--- config.mk ---
export PLATFORM = sky130hd
export DESIGN_NAME = stack_arbiter
export DESIGN_NICKNAME = d
export VERILOG_FILES = /design/src/rtl/stack_arbiter_pkg.sv /design/src/rtl/stack_rr_grant.sv /design/src/rtl/stack_arbiter.sv
export SDC_FILE = /design/constraint.sdc
export NUM_CORES = 1
export LEC_CHECK = 0
export BUFFER_PORTS_ARGS = -buffer_cell sky130_fd_sc_hd__buf_2
export CAP_MARGIN = 15
export CELL_PAD_IN_SITES_DETAIL_PLACEMENT = 1
export CELL_PAD_IN_SITES_GLOBAL_PLACEMENT = 1
export CORE_ASPECT_RATIO = 1.5
export CORE_UTILIZATION = 21
export CTS_BUF_LIST = sky130_fd_sc_hd__clkbuf_8
export CTS_CLUSTER_DIAMETER = 30
export DETAILED_ROUTE_END_ITERATION = 10
export GPL_ROUTABILITY_DRIVEN = 1
export GPL_TIMING_DRIVEN = 0
export HOLD_SLACK_MARGIN = 0.02
export MAX_ROUTING_LAYER = met4
export PLACE_DENSITY = 0.9
export RECOVER_POWER = 50
export SLEW_MARGIN = 20
export SYNTH_ARGS = -nofsm -noshare
export SYNTH_HDL_FRONTEND = slang
export SYNTH_SLANG_ARGS = --single-unit
--- constraint.sdc ---
create_clock -name clk -period 3.2 [get_ports clk]
set_clock_uncertainty 0.2 [all_clocks]
set_input_delay 0.16 -clock clk [delete_from_list [all_inputs] [get_ports clk]]
set_output_delay 0.16 -clock clk [all_outputs]
set_load 0.1 [all_outputs]
--- src/rtl/stack_arbiter_pkg.sv ---
// Shared definitions for the two-requester stack arbiter: FSM encoding, op codes
// and default geometry.
package stack_arbiter_pkg;

    typedef enum logic [1:0] {
        ST_IDLE    = 2'd0,
        ST_OWN0    = 2'd1,
        ST_OWN1    = 2'd2,
        ST_POPWAIT = 2'd3
    } state_t;

    localparam logic OP_PUSH = 1'b0;
    localparam logic OP_POP  = 1'b1;

    localparam int DEF_DEPTH = 1024;
    localparam int DEF_AW    = 10;

    // Last-grant value after reset; pointing at requester 1 makes requester 0 win first.
    localparam logic RR_RESET_LAST = 1'b1;

endpackage

--- src/rtl/stack_rr_grant.sv ---
// Two-way round-robin grant: a lone request wins outright, a tie goes to the
// requester that was not granted last.
module stack_rr_grant
    import stack_arbiter_pkg::*;
(
    input  logic       clk,
    input  logic       reset,
    input  logic [1:0] i_req,
    input  logic       i_upd,
    input  logic       i_upd_id,
    output logic [1:0] o_gnt
);

    logic r_last;

    always_ff @(posedge clk or posedge reset) begin
        if (reset) begin
            r_last <= RR_RESET_LAST;
        end else if (i_upd) begin
            r_last <= i_upd_id;
        end
    end

    always_comb begin
        o_gnt = i_req;
        if (&i_req) begin
            o_gnt = r_last ? 2'b01 : 2'b10;
        end
    end

endmodule

--- src/rtl/stack_arbiter.sv ---
// Arbitrates two requesters onto an external LIFO storage with transfer-level
// grants, optional lock, overflow/underflow protection. Error flags and the
// error pulse are built only when STACK_ARB_ERR_IRQ_EN is defined.
module stack_arbiter
    import stack_arbiter_pkg::*;
#(
    parameter int DEPTH = DEF_DEPTH,
    parameter int AW    = DEF_AW
) (
    input  logic          clk,
    input  logic          reset,
    input  logic          r0_valid,
    input  logic          r0_op,
    input  logic [31:0]   r0_d,
    input  logic          r0_lock,
    output logic          r0_ready,
    output logic          r0_rvalid,
    output logic [31:0]   r0_q,
    input  logic          r1_valid,
    input  logic          r1_op,
    input  logic [31:0]   r1_d,
    input  logic          r1_lock,
    output logic          r1_ready,
    output logic          r1_rvalid,
    output logic [31:0]   r1_q,
    output logic          st_push,
    output logic          st_pop,
    output logic [31:0]   st_d,
    input  logic [31:0]   st_q,
    output logic          st_clr,
    output logic          st_hold,
    output logic [AW:0]   count,
    output logic          full,
    output logic          empty,
    input  logic          err_clr,
    output logic          err_ovf,
    output logic          err_unf,
    output logic          err_irq
);

    localparam logic [AW:0] LP_DEPTH = (AW+1)'(DEPTH);

    state_t      r_state;
    logic        r_owner;
    logic        r_unf;
    logic [AW:0] r_count;

    logic [1:0]  w_gnt;
    logic [1:0]  w_acc;
    logic        w_any, w_sel, w_op, w_lock, w_own_lock, w_drop;
    logic        w_push, w_pop, w_full, w_empty, w_ovf_evt, w_unf_evt;
    logic [31:0] w_pop_q;

    stack_rr_grant u_rr (
        .clk      (clk),
        .reset    (reset),
        .i_req    ({r1_valid, r0_valid}),
        .i_upd    (w_any | w_drop),
        .i_upd_id (w_any ? w_sel : r_owner),
        .o_gnt    (w_gnt)
    );

    // Only IDLE arbitrates; an owned state serves its owner alone, POPWAIT serves nobody.
    always_comb begin
        w_acc = 2'b00;
        case (r_state)
            ST_IDLE: w_acc = w_gnt;
            ST_OWN0: w_acc = {1'b0, r0_valid};
            ST_OWN1: w_acc = {r1_valid, 1'b0};
            default: w_acc = 2'b00;
        endcase
    end

    assign w_any      = |w_acc;
    assign w_sel      = w_acc[1];
    assign w_op       = w_sel ? r1_op : r0_op;
    assign w_lock     = w_sel ? r1_lock : r0_lock;
    assign w_own_lock = r_owner ? r1_lock : r0_lock;
    assign w_drop     = ((r_state == ST_OWN0) && !r0_valid && !r0_lock) ||
                        ((r_state == ST_OWN1) && !r1_valid && !r1_lock);

    assign w_full    = (r_count == LP_DEPTH);
    assign w_empty   = (r_count == '0);
    assign w_push    = w_any && (w_op == OP_PUSH);
    assign w_pop     = w_any && (w_op == OP_POP);
    assign w_ovf_evt = w_push && w_full;
    assign w_unf_evt = w_pop && w_empty;

    assign r0_ready = w_acc[0];
    assign r1_ready = w_acc[1];
    assign st_push  = w_push && !w_full;
    assign st_pop   = w_pop && !w_empty;
    assign st_d     = w_sel ? r1_d : r0_d;
    assign st_clr   = 1'b0;
    assign st_hold  = 1'b0;

    always_ff @(posedge clk or posedge reset) begin
        if (reset) begin
            r_state <= ST_IDLE;
            r_owner <= 1'b0;
            r_unf   <= 1'b0;
        end else begin
            case (r_state)
                ST_POPWAIT: r_state <= w_own_lock ? (r_owner ? ST_OWN1 : ST_OWN0) : ST_IDLE;
                default: begin
                    if (w_any) begin
                        r_owner <= w_sel;
                        r_unf   <= w_empty;
                        if (w_op == OP_POP) begin
                            r_state <= ST_POPWAIT;
                        end else begin
                            r_state <= w_lock ? (w_sel ? ST_OWN1 : ST_OWN0) : ST_IDLE;
                        end
                    end else if (w_drop) begin
                        r_state <= ST_IDLE;
                    end
                end
            endcase
        end
    end

    always_ff @(posedge clk or posedge reset) begin
        if (reset) begin
            r_count <= '0;
        end else if (st_push) begin
            r_count <= r_count + (AW+1)'(1);
        end else if (st_pop) begin
            r_count <= r_count - (AW+1)'(1);
        end
    end

    // An underflowed pop returns zero instead of whatever the storage holds.
    assign w_pop_q   = r_unf ? 32'd0 : st_q;
    assign r0_rvalid = (r_state == ST_POPWAIT) && !r_owner;
    assign r1_rvalid = (r_state == ST_POPWAIT) && r_owner;
    assign r0_q      = r0_rvalid ? w_pop_q : 32'd0;
    assign r1_q      = r1_rvalid ? w_pop_q : 32'd0;

    assign count = r_count;
    assign full  = w_full;
    assign empty = w_empty;

`ifdef STACK_ARB_ERR_IRQ_EN
    logic r_err_ovf, r_err_unf, r_err_irq;

    // A new event wins over a simultaneous clear so it is never lost.
    always_ff @(posedge clk or posedge reset) begin
        if (reset) begin
            r_err_ovf <= 1'b0;
            r_err_unf <= 1'b0;
            r_err_irq <= 1'b0;
        end else begin
            r_err_irq <= w_ovf_evt | w_unf_evt;
            r_err_ovf <= w_ovf_evt | (r_err_ovf & ~err_clr);
            r_err_unf <= w_unf_evt | (r_err_unf & ~err_clr);
        end
    end

    assign err_ovf = r_err_ovf;
    assign err_unf = r_err_unf;
    assign err_irq = r_err_irq;
`else
    logic w_unused;
    assign w_unused = &{1'b0, err_clr, w_ovf_evt, w_unf_evt};

    assign err_ovf = 1'b0;
    assign err_unf = 1'b0;
    assign err_irq = 1'b0;
`endif

endmodule

# After elaboration in Yosys (flattened, before gate mapping)
# Cells that the tools add are included.
[op_classes]
addsub = 2
multipliers = 0
div_mod_pow = 0
order_cmp = 0
eq_ne = 4
shift = 0
mux = 21
bitwise_logic = 3
n_reduce_logical = 25
[op_table]
columns = ["cell", "count"]
rows = [
  ["32-bit two-way mux", 4],
  ["11-bit two-way mux", 2],
  ["2-bit two-way mux", 10],
  ["11-bit by 1-bit adder with 11-bit output, second input constant", 1],
  ["11-bit equality test, second input constant", 1],
  ["11-bit logical NOT", 1],
  ["11-bit by 1-bit subtractor with 11-bit output, second input constant", 1],
  ["1-bit logical AND", 10],
  ["1-bit logical NOT", 7],
  ["2-bit case mux with 3 select lines", 1],
  ["2-bit equality test, second input constant", 2],
  ["1-bit two-way mux", 4],
  ["2-bit AND reduction", 2],
  ["3-bit nonzero test", 1],
  ["2-bit by 1-bit equality test with 1-bit output, second input constant", 1],
  ["2-bit logical NOT", 1],
  ["1-bit inverter", 2],
  ["2-bit nonzero test", 1],
  ["2-bit OR reduction", 1],
  ["1-bit logical OR", 1],
  ["1-bit OR", 1],
]
[word_totals]
ff_bits = 16
latch_bits = 0
mem_bits_rw = 0
mem_bits_ro = 0
in_bits = 105
out_inout_bits = 120
wordCells = 60
memories = 0

# Depth between registers and ports, before layout
# Gate-level depths: netlist of the first run.
[logic_depth]
ltp_word = 8
ltp_mapped = 12

# By module
# A second synthesis of the first run with hierarchy kept.
[unflattened]
cells_unflattened = 297
hier_area_um2 = 2214.6
[modules_own_cells]
columns = ["module", "n_inst", "cells_per_inst", "area_per_inst_um2"]
rows = [
  ["stack_arbiter", 1, 290, 2157.1],
  ["stack_rr_grant", 1, 7, 57.6],
]

# Worst setup path after synthesis of the first run
# Ideal clock, no wire load.
[synth_timing]
path_kind = "register to output"
start = "reg r_count[10] (netlist: count[10])"
end = "out st_pop"
t_arrival_ns = 3.918
t_required_ns = 2.840
slack_ns = -1.078
stages_incl_launch_ff = 3
n_path_buf = 0
cell_sequence = "dfrtp_1 -> nor2_1 -> nor3_1"
[synth_between]
elab_chain_len = 3
[synth_rtl]
columns = ["item", "line", "source"]
rows = [
  ["from (decl)", "stack_arbiter.sv:46", "logic [AW:0] r_count;"],
  ["from (signal assigned)", "stack_arbiter.sv:126", "r_count <= r_count + (AW+1)'(1);"],
  ["from (signal assigned)", "stack_arbiter.sv:128", "r_count <= r_count - (AW+1)'(1);"],
  ["11-bit logical NOT", "stack_arbiter.sv:83", "assign w_empty = (r_count == '0);"],
  ["via empty", "stack_arbiter.sv:34", "output logic empty,"],
  ["1-bit logical NOT", "stack_arbiter.sv:92", "assign st_pop = w_pop && !w_empty;"],
  ["1-bit logical AND", "stack_arbiter.sv:92", ""],
  ["to (decl)", "stack_arbiter.sv:27", "output logic st_pop,"],
]
# The timed path passes the listed nets, and every way through them passes these cells.

# Worst setup path after layout of the first run
[layout_timing]
start = "reg r_count[8] (netlist: count[8])"
end = "reg r_count[10] (netlist: count[10])"
[layout_between]
elab_chain_len = 4
elab_cells_between_ends = 11
classes_between = "2 x add/sub; 1 x eq/ne; 2 x mux; 6 x reduce/logical"
[layout_rtl]
columns = ["item"]
rows = [
  ["parallel branches: the longest is 4 deep, another holds 11-bit by 1-bit subtractor with 11-bit output"],
]
# Several ways; the timed one is not identified. The select of a mux whose other input is x is not followed.
# A chain may end at the register's enable or synchronous reset.

==> metrics.md, run 1 <==
| Metric | Value |
|---|---|
| Status | `finished with violations` |
| Failing checks | `setup timing` |
| Hold wc startpoint | `r0_valid` |
| CP delay by family, top | `compound AO/OA/AOI/OAI gates` |
| RSZ-0062 raised after global routing | `true` |
| Async SR Flop Fraction | `100%` |
| Yosys reg bits | `16` |
| CTS max path bufs | `2` |
| Post-DP HPWL | `about 8.1 mm` |
| Synth Flop Type | `dfrtp_1` |
| Share of layout cells above drive strength 1 | `just over 60%` |
| Worst r2r src | `count[8]` |
| Final setup violation count | `2` |
| Worst-path clk slew | `~0.08 ns` |
| Rel. slew slack | `52.5%` |
| Worst path slowest cell | `dfrtp_4` |
| Die width | `between 80 and 90 um` |
| Minimum clock period | `approximately 3.4 ns` |
| Grt total ovfl | `0` |
| Total track usage | `17.9%` |
| Max-slew violation count | `0` |
| Post-synth EDFFs | `0` |
| Via count | `3,002` |
| Clk_lat worst skew | `0.26 ns` |
| Die Span Y | `about 130 um` |
| Die area | `about 0.011 sq mm` |
| Hold Violations, Final | `0` |
| Initial Utilization | `between 20 and 25%` |
| WL per Instance | `15.5 um` |
| Setup CP Type | `reg -> reg` |
| Number of clock sinks | `16` |
| Routed vias/inst | `roughly 4.7` |
| Max Cap Viol | `0` |
| Gpl congestion | `0.758` |
| Most area-hungry cell type in the Yosys netlist | `mux2_2` |
| Row count | `between 40 and 50` |
| CP required | `~3.2 ns` |
| Sequential element share of the synthesized area | `between 10% and 20%` |
| Hold Path Class | `in -> reg` |
| Mapped Cells | `between 200 and 300` |
| CP Launch Point | `count[8]` |
| Post-route ant nets | `0` |
| Drt total wl | `approximately 10 mm` |
| Core Box Area | `0.0101 sq mm` |
| Initial antenna violation count | `0` |
| Inst Count DP | `just over 600` |
| Most frequent cells in the layout | `buf_2, nor2_1, mux2_2` |
| Diode count | `0` |
| Crit path launch type | `register` |
| First-pass GRT wire length | `approximately 15 mm` |
| Num ports | `225` |
| Clock Tree Root | `clkbuf_8` |
| Crit. End Element | `register` |
| Final std cells w/o fill | `between 600 and 700` |
| Fin crit share | `105%` |
| Syn. warnings | `0` |
| Vias in the first global route | `between 3,000 and 4,000` |
| Port buffer count | `218` |
| Arrival @ worst endpoint | `approximately 3.4 ns` |
| CTS tree | `done` |
| Nets | `640` |
| Final WS setup | `-0.171 ns` |
| DRC | `0` |
| Distinct cells, synth | `44` |
| Slowest cell delay on critical path | `0.51 ns` |
| Most common cell after layout, fill and taps aside | `buf_2` |
| Layout area overhead | `74.8%` |
| CP bufs+invs | `0` |
| Top post-synthesis cells by area | `mux2_2, dfrtp_1, nor2_1` |
| CP max FO | `7` |
| Crit-path cells | `nor4_4, and4_4, nand2_4, nand3_4, ha_4, a211oi_4, o21bai_2, a2111o_1, a221oi_4, mux2i_1, o22a_1` |
| Final Core Density | `37.7%` |
| DRT iter0 DRCs | `between 70 and 80` |
| Mapped cell area | `roughly 0.0022 sq mm` |
| CTS Buf Count | `3` |
| Setup TNS | `-0.254 ns` |
| Largest net degree at the start of global routing | `17` |
| Number of H-tree levels | `1` |
| Max Clock Freq | `approximately 0.3 GHz` |
| DRT Pass-1 Iters | `4` |
| Post-synth top area share | `a little over a fifth` |
| Syn Area/Cell | `just under 8 sq um` |
| Worst-margin pin slew | `about 0.71 ns` |
[routing by layer]
| metal | GRT usage (%) | share of wire, % | up-vias |
|---|---|---|---|
| met1 | 17.3 | 35 | 1413 |
| met5 | - | 0 | - |
| met2 | 35.7 | 56 | 141 |
| met4 | 4.99 | 2.2 | 0 |
| li1 | - | - | 1428 |
| met3 | 3.06 | 6.7 | 20 |
[flip-flops by register name, indices dropped and copies added (netlist names)]
register     cells
count           11
r_owner          1
r_state          2
r_unf            1
u_rr.r_last      1
[timing repair]
| action | 4_1_cts | 5_1_grt |
|---|---|---|
| resized for setup | 6 | 13 |
| pin swaps | 8 | 6 |
| endpoints found under the setup margin | 4 | 4 |
| setup buffers | 10 | 4 |
| hold endpoints to repair | 16 | 0 |
| hold buffers | 2 | 0 |
[path summary, 6_finish.rpt]
check / cells past startpoint / slack (ns) / to
min in group asynchronous: 3 / 0.36 / count[5]
worst max-delay path: 11 / -0.17 / count[10]
max in group asynchronous: 3 / 1.91 / count[2]
worst max register to register: 11 / -0.17 / count[10]
worst min register to register: 1 / 0.36 / count[3]
worst min-delay path: 4 / 0.11 / u_rr.r_last
[cell type report]
cell class,instances,area [sq um]
plain buffers,19,97.6
fillers,1305,6280
repair buffers,234,1220
multi-input cells,243,1830
clock buffers,4,55.1
inverters,8,30.0
well taps,117,146
flip-flops and latches,16,432
[kinds of logic after synthesis]
| family | synth area share [%] |
|---|---|
| DFF | 18.5 |
| xor gates and xnor gates | 3.62 |
| buffers and inverters | 5.69 |
| AOI/OAI and AO/OA | 11.7 |
| and+or+nand+nor | 30.5 |
| adders and majority gates | 6.10 |
| muxes | 23.7 |
| other | 0.172 |
[cells in the mapped netlist, drive strengths merged (2+ instances only)]
master	count
clkbuf	10
mux2	42
o21ai	6
a21oi	12
buf	9
nor2b	2
a211oi	3
inv	8
xor2	4
mux2i	3
o21a	3
nand2b	36
nand2	11
dfrtp	15
nand3	3
nor2	79
xnor2	5
a21o	2
ha	9
[through the flow]
| stage | hold slack [ns] | cell area [sq um] | setup WS, ns |
|---|---|---|---|
| after floorplan | -0.127 | 2290 | -0.0212 |
| after detailed placement | 0.110 | 3530 | -0.463 |
| after CTS | 0.110 | 3720 | -0.156 |
| after global routing | 0.135 | 3800 | -0.268 |
| final | 0.110 | 3800 | -0.171 |
| after global placement | 0.0983 | 3530 | -0.318 |
[worst min-delay path, cell delays in order]
cell,delay [ns]
buf_2,0.12
nand3b_4,0.11
o21ai_0,0.10
a21oi_1,0.08
Power of run 1 is not shown: default switching activity piles up to over one toggle a cycle in this logic, so the estimate is an artifact.
==> run 2, diff against run 1 <==
--- a/config.mk
+++ b/config.mk
@@ -8,5 +8,5 @@
 export BUFFER_PORTS_ARGS = -buffer_cell sky130_fd_sc_hd__buf_2
 export CAP_MARGIN = 15
-export CELL_PAD_IN_SITES_DETAIL_PLACEMENT = 1
+export CELL_PAD_IN_SITES_DETAIL_PLACEMENT = 0
 export CELL_PAD_IN_SITES_GLOBAL_PLACEMENT = 1
 export CORE_ASPECT_RATIO = 1.5
--- a/constraint.sdc
+++ b/constraint.sdc
@@ -3,3 +3,3 @@
 set_input_delay 0.16 -clock clk [delete_from_list [all_inputs] [get_ports clk]]
 set_output_delay 0.16 -clock clk [all_outputs]
-set_load 0.1 [all_outputs]
+set_load 0.01 [all_outputs]
==> run 2 against run 1 <==
  * Cell area down 3.2%
  * Fmax up 5.8%
  * Final cell count down 0.31%
  * Setup slack improved by 0.19 ns
  * Register-to-register slack better by 0.19 ns
  * First-iteration DRC count is 42% higher
  * Global-route usage down 3.0 points
  * The run now ends clean
==> metrics.md, run 2 (same netlist as run 1, synthesis figures left out) <==
| Metric | Value |
|---|---|
| Psw | `between 1000 and 1500 uW` |
| Crit-path cells | `nand3b_4, nand2_8, mux2i_4, nand3_4, fa_2, a211oi_2, o21bai_1, a2111o_1, a221oi_4, mux2i_1, o22a_1` |
| CTS Buf Count | `3` |
| Num ports | `around 230` |
| RSZ-0062 raised after global routing | `true` |
| Max FFs per register | `11` |
| WL per Instance | `13.1 um` |
| Rel. slew slack | `between 50% and 60%` |
| Worst VDD drop | `0.534 mV` |
| Number of H-tree levels | `1` |
| Setup CP Type | `reg -> reg` |
| Post-route ant nets | `0` |
| Initial antenna violation count | `0` |
| Final setup violation count | `0` |
| Port buffer count | `218` |
| Clock Tree Root | `clkbuf_8` |
| Diode count | `0` |
| Routed vias/inst | `between 4 and 5` |
| Row count | `45` |
| Seq pwr share | `16.3%` |
| CTS max path bufs | `2` |
| Max-slew violation count | `0` |
| Worst-margin pin slew | `slightly above 0.7 ns` |
| Power per Cell Area | `around 790 mW/mm^2` |
| Share of layout cells above drive strength 1 | `between 50% and 60%` |
| Logic pwr share | `between 70% and 80%` |
| CP bufs+invs | `0` |
| Fin crit share | `between 90% and 100%` |
| Gpl congestion | `0.762` |
| Layout area overhead | `69.1%` |
| Nets | `around 640` |
| Number of clock sinks | `16` |
| Vias in the first global route | `2,728` |
| Final Core Density | `a little over a third` |
| Clk_lat worst skew | `roughly 0.26 ns` |
| Inst Count DP | `a little over 600` |
| Arrival @ worst endpoint | `~3.1 ns` |
| Total track usage | `between 10 and 15%` |
| Initial Utilization | `around 22%` |
| Slowest cell delay on critical path | `approximately 0.56 ns` |
| WHS Endpoint | `r_state[0]` |
| CP required | `approximately 3.2 ns` |
| Worst reg2reg endpoint | `count[10]` |
| DRT Pass-1 Iters | `5` |
| Most common cell after layout, fill and taps aside | `buf_2` |
| Hold Violations, Final | `0` |
| Most used routing layer in global routing | `met2` |
| Clock power share | `between 5 and 6%` |
| CP delay by family, top | `compound AO/OA/AOI/OAI gates` |
| Cells on worst reg2reg path | `11` |
| Most frequent cells in the layout | `buf_2, nor2_1, mux2_2` |
| First-pass GRT wire length | `about 13 mm` |
| Drt total wl | `roughly 8.4 mm` |
| Internal | `between 1500 and 2000 uW` |
| Final std cells w/o fill | `roughly 640` |
| GR Util met2 | `a little over a quarter` |
| Via count | `around 2,900` |
| Sw Ratio | `a little under half` |
| Hold Path Class | `in -> reg` |
| P_leak | `approximately 0.002 uW` |
| Status | `finished clean` |
| Max Clock Freq | `0.314 GHz` |
| Grt total ovfl | `0` |
| Hold wc startpoint | `r0_lock` |
| Die Span Y | `between 100 and 150 um` |
| Worst r2r src | `u_rr.r_last` |
| Die width | `between 80 and 90 um` |
| M1 GR Usage | `roughly 17%` |
| Worst-path clk slew | `~0.07 ns` |
| Max Cap Viol | `0` |
| Largest net degree at the start of global routing | `17` |
| DRT iter0 DRCs | `around 100` |
| DRC | `0` |
| CTS tree | `done` |
| CP max FO | `5` |
| Crit. End Element | `register` |
| Post-DP HPWL | `approximately 6.8 mm` |
| Crit path launch type | `register` |
| GR Util met3 | `approximately 2.4%` |
| Pwr Total | `slightly below 3000 uW` |
| Hold-critical path depth | `3` |
| FF-to-FF setup slack | `0.01 ns` |
| Minimum clock period | `between 3 and 4 ns` |
| Worst path slowest cell | `dfstp_2` |
| Die area | `between 0.01 and 0.015 sq mm` |
| Core Box Area | `about 0.01 sq mm` |
[run 2: cell count changes in the layout (fill, tap and decap cells not counted), moves of 3 or more]
cell	delta
buf_2	-7
dfrtp_4	-7
o21ai_0	+3
clkbuf_1	+8
dfrtp_1	+9
[run 2: worst max path at each step]
stage	slack (ns)	endpoint	start	cells after the start
3_3_place_gp	-0.33	count[10]	r_state[1]	12
4_1_cts	-0.08	count[10]	u_rr.r_last	11
3_5_place_dp	-0.34	count[10]	r_state[1]	12
6_report	0.01	count[10]	u_rr.r_last	11
5_1_grt	-0.11	count[10]	u_rr.r_last	11
2_1_floorplan	0.03	count[10]	r_state[1]	12
[run 2: power groups by stage]
stage / Clock (uW) / Sequential [uW] / Combinational, uW
2_1_floorplan: 0 / 456 / 1430
3_3_place_gp: 0 / 441 / 2000
5_1_grt: 177 / 485 / 2480
3_5_place_dp: 0 / 448 / 2050
6_report: 166 / 471 / 2260
4_1_cts: 173 / 466 / 2240
[run 2: area by class of cell]
class,instances,area [sq um]
fill,1074,6400
multi-input combinational,243,1760
timing repair buffer,233,1210
sequential,16,403
tap,117,146
buffer,18,86.3
clock buffer,3,41.3
inverter,8,30.0
clock inverter,1,3.75
[run 2: repair_timing]
action | CTS | global route
endpoints found under the setup margin | 4 | 3
pin swaps | 10 | 6
cloned | 0 | 0
resized for setup | 9 | 3
buffers inserted | 13 | 1
endpoints found under the hold margin | 15 | 0
hold buffers | 1 | 0
[run 2: per-stage QoR]
stage	area (sq um)	TNS (ns)	setup WS, ns	hold slack (ns)
2_1_floorplan	2220	0	0.0271	-0.127
3_3_place_gp	3460	-0.583	-0.329	0.0948
3_5_place_dp	3460	-0.684	-0.337	0.111
4_1_cts	3670	-0.0934	-0.0787	0.0420
5_1_grt	3680	-0.236	-0.108	0.0479
6_report	3680	0	0.0145	0.0319
[run 2: routing by layer]
| metal | wire length, um | share of wire, % | vias to the layer above |
|---|---|---|---|
| met4 | 102 | 1.2 | 0 |
| met1 | 3480 | 41 | 1318 |
| met5 | 0 | 0 | - |
| met3 | 516 | 6.1 | 11 |
| met2 | 4290 | 51 | 121 |
| li1 | - | - | 1428 |
[run 2: worst min-delay path: stages]
cell	delay, ns
buf_2	0.11
o21ai_0	0.10
a21oi_1	0.08
(Power assumes the default switching activity.)
==> run 3, diff against run 2 <==
Settings changed: CORE_ASPECT_RATIO 1.5 to 0.8.
==> run 3 against run 2 <==
  * The flow now finishes with violations (setup timing)
  * Cell area grew 2.2%
  * Hold slack gained 0.11 ns
  * First-iteration DRC count shrank 37%
  * Setup slack worse by 0.091 ns
  * Clock-buffer cell count increased by 1
  * Die area barely moved
  * Sequential share of layout area down 0.27 points
  * Combinational power up 4%
  * Final cell count rose by 3.4%
  * Register-to-register slack got worse by 0.09 ns
  * Critical path type unchanged
  * Critical endpoint is now count[7]
  * Largest cell class unchanged
  * Largest power group unchanged
==> metrics.md, run 3 (same netlist as run 1, synthesis figures left out) <==
| Metric | Value |
|---|---|
| Die width | `roughly 120 um` |
| Die Span Y | `93.0 um` |
| Failing checks | `setup timing` |
| CTS max path bufs | `2` |
| CP Launch Point | `count[5]` |
| DRC | `0` |
| Tightest hold margin | `between 0.1 and 0.15 ns` |
| Sw Ratio | `46.9%` |
| Rel. slew slack | `between 50% and 60%` |
| Clk_lat worst skew | `0.25 ns` |
| Initial antenna violation count | `0` |
| Core Box Area | `just under 0.01 sq mm` |
| Via count | `around 2,900` |
| Crit. End Element | `register` |
| Share of layout cells above drive strength 1 | `between 50% and 60%` |
| Status | `finished with violations` |
| Worst-margin pin slew | `roughly 0.65 ns` |
| Crit-path cells | `nor4_4, and4_4, nand2_1, nand3_4, buf_6, ha_4, a211oi_2, nor2_2, o21a_1, o41a_1, xor2_1, mux2_4` |
| Diode count | `0` |
| Post-route ant nets | `0` |
| Die area | `between 0.01 and 0.015 sq mm` |
| Routed vias/inst | `between 4 and 5` |
| Logic pwr share | `78.6%` |
| Worst VDD drop | `a little over 0.4 mV` |
| Number of clock sinks | `16` |
| Max FFs per register | `11` |
| Drt total wl | `approximately 8.6 mm` |
| Internal | `~1600 uW` |
| Seq pwr share | `between 10% and 20%` |
| First-pass GRT wire length | `12.7 mm` |
| Layout area overhead | `72.9%` |
| Post-DP HPWL | `roughly 7 mm` |
| DRT iter0 DRCs | `between 60 and 70` |
| WL per Instance | `approximately 13 um` |
| Fin crit share | `102%` |
| GR Util met3 | `less than 1%` |
| Max Cap Viol | `0` |
| Hold Violations, Final | `0` |
| Total track usage | `15.1%` |
| Number of H-tree levels | `1` |
| Final WS setup | `-0.0766 ns` |
| Max-slew violation count | `0` |
| Most used routing layer in global routing | `met2` |
| Power per Cell Area | `about 800 mW/mm^2` |
| Clock power share | `under 10%` |
| CP delay by family, top | `simple AND/OR/NAND/NOR gates` |
| GR Util met2 | `~28%` |
| Initial Utilization | `22.1%` |
| RSZ-0062 raised after global routing | `true` |
| Hold Path Class | `in -> reg` |
| P_leak | `0.00205 uW` |
| Port buffer count | `218` |
| CP max FO | `6` |
| CTS tree | `done` |
| Minimum clock period | `roughly 3.3 ns` |
| Nets | `approximately 640` |
| Worst r2r src | `count[5]` |
| Num ports | `around 230` |
| Most frequent cells in the layout | `buf_2, nor2_1, mux2_2` |
| Arrival @ worst endpoint | `about 3.2 ns` |
| CP required | `approximately 3.1 ns` |
| Gpl congestion | `just under 0.9` |
| CTS Buf Count | `3` |
| Setup CP Type | `reg -> reg` |
| Most common cell after layout, fill and taps aside | `buf_2` |
| Max Clock Freq | `between 0.3 and 0.4 GHz` |
| Hold wc startpoint | `r1_valid` |
| Pwr Total | `between 2000 and 3000 uW` |
| Clock Tree Root | `clkbuf_8` |
| Slowest cell delay on critical path | `approximately 0.46 ns` |
| Worst-path clk slew | `~0.07 ns` |
| Grt total ovfl | `0` |
| Largest net degree at the start of global routing | `17` |
| Vias in the first global route | `approximately 2,700` |
| Psw | `1400 uW` |
| Final setup violation count | `2` |
| DRT Pass-1 Iters | `4` |
| Final Core Density | `38.2%` |
| CP bufs+invs | `1` |
| M1 GR Usage | `between 10% and 20%` |
| Worst path slowest cell | `o41a_1` |
| Crit path launch type | `register` |
| Row count | `32` |
[run 3: power by group through the flow]
| stage | clock network [uW] | logic, uW | registers (uW) |
|---|---|---|---|
| after CTS | 185 | 2210 | 450 |
| final | 179 | 2340 | 461 |
| after detailed placement | 0 | 2070 | 446 |
| after floorplan | 0 | 1430 | 456 |
| after global routing | 192 | 2550 | 481 |
| after global placement | 0 | 2010 | 444 |
[run 3: through the flow]
step                      TNS, ns  worst slack [ns]  cell area, sq um  cells
after detailed placement   -0.590            -0.309              3480    640
final                     -0.0991           -0.0766              3760    661
after global placement     -0.439            -0.259              3480    640
after floorplan                 0            0.0271              2220    286
after global routing       -0.326            -0.171              3760    661
after CTS                  -0.154            -0.110              3680    654
[run 3: repair_timing]
| item | in CTS | in global routing |
|---|---|---|
| hold endpoints to repair | 16 | 0 |
| hold buffers | 2 | 0 |
| resized for setup | 8 | 11 |
| setup buffers | 8 | 7 |
| pin swaps | 7 | 11 |
| setup endpoints to repair | 4 | 4 |
[run 3: worst register-to-register path, stage by stage, from the launching register on]
cell      delay (ns)
dfrtp_1         0.41
nor4_4          0.32
and4_4          0.26
nand2_1         0.10
nand3_4         0.18
buf_6           0.12
ha_4            0.19
a211oi_2        0.19
nor2_2          0.08
o21a_1          0.21
o41a_1          0.46
xor2_1          0.19
mux2_4          0.26
[run 3: worst paths after layout]
kind                               end  slack [ns]  cells past startpoint
min in group asynchronous     count[2]        0.34                      3
hold reg to reg            u_rr.r_last        0.36                      2
setup / recovery              count[7]       -0.08                     12
setup reg to reg              count[7]       -0.08                     12
max in group asynchronous        r_unf        2.03                      3
hold / removal                 r_owner        0.15                      4
[run 3: layout make-up]
class,count,area [sq um]
multi-input cells,243,1790
flip-flops and latches,16,402
fillers,1035,6090
well taps,136,170
plain buffers,19,97.6
inverters,8,30.0
repair buffers,235,1220
clock buffers,4,55.1
[run 3: per-layer routing]
layer | up-vias | wire length [um]
met1 | 1319 | 3610
met3 | 10 | 474
met2 | 125 | 4420
met5 | - | 0
li1 | 1431 | -
met4 | 0 | 112
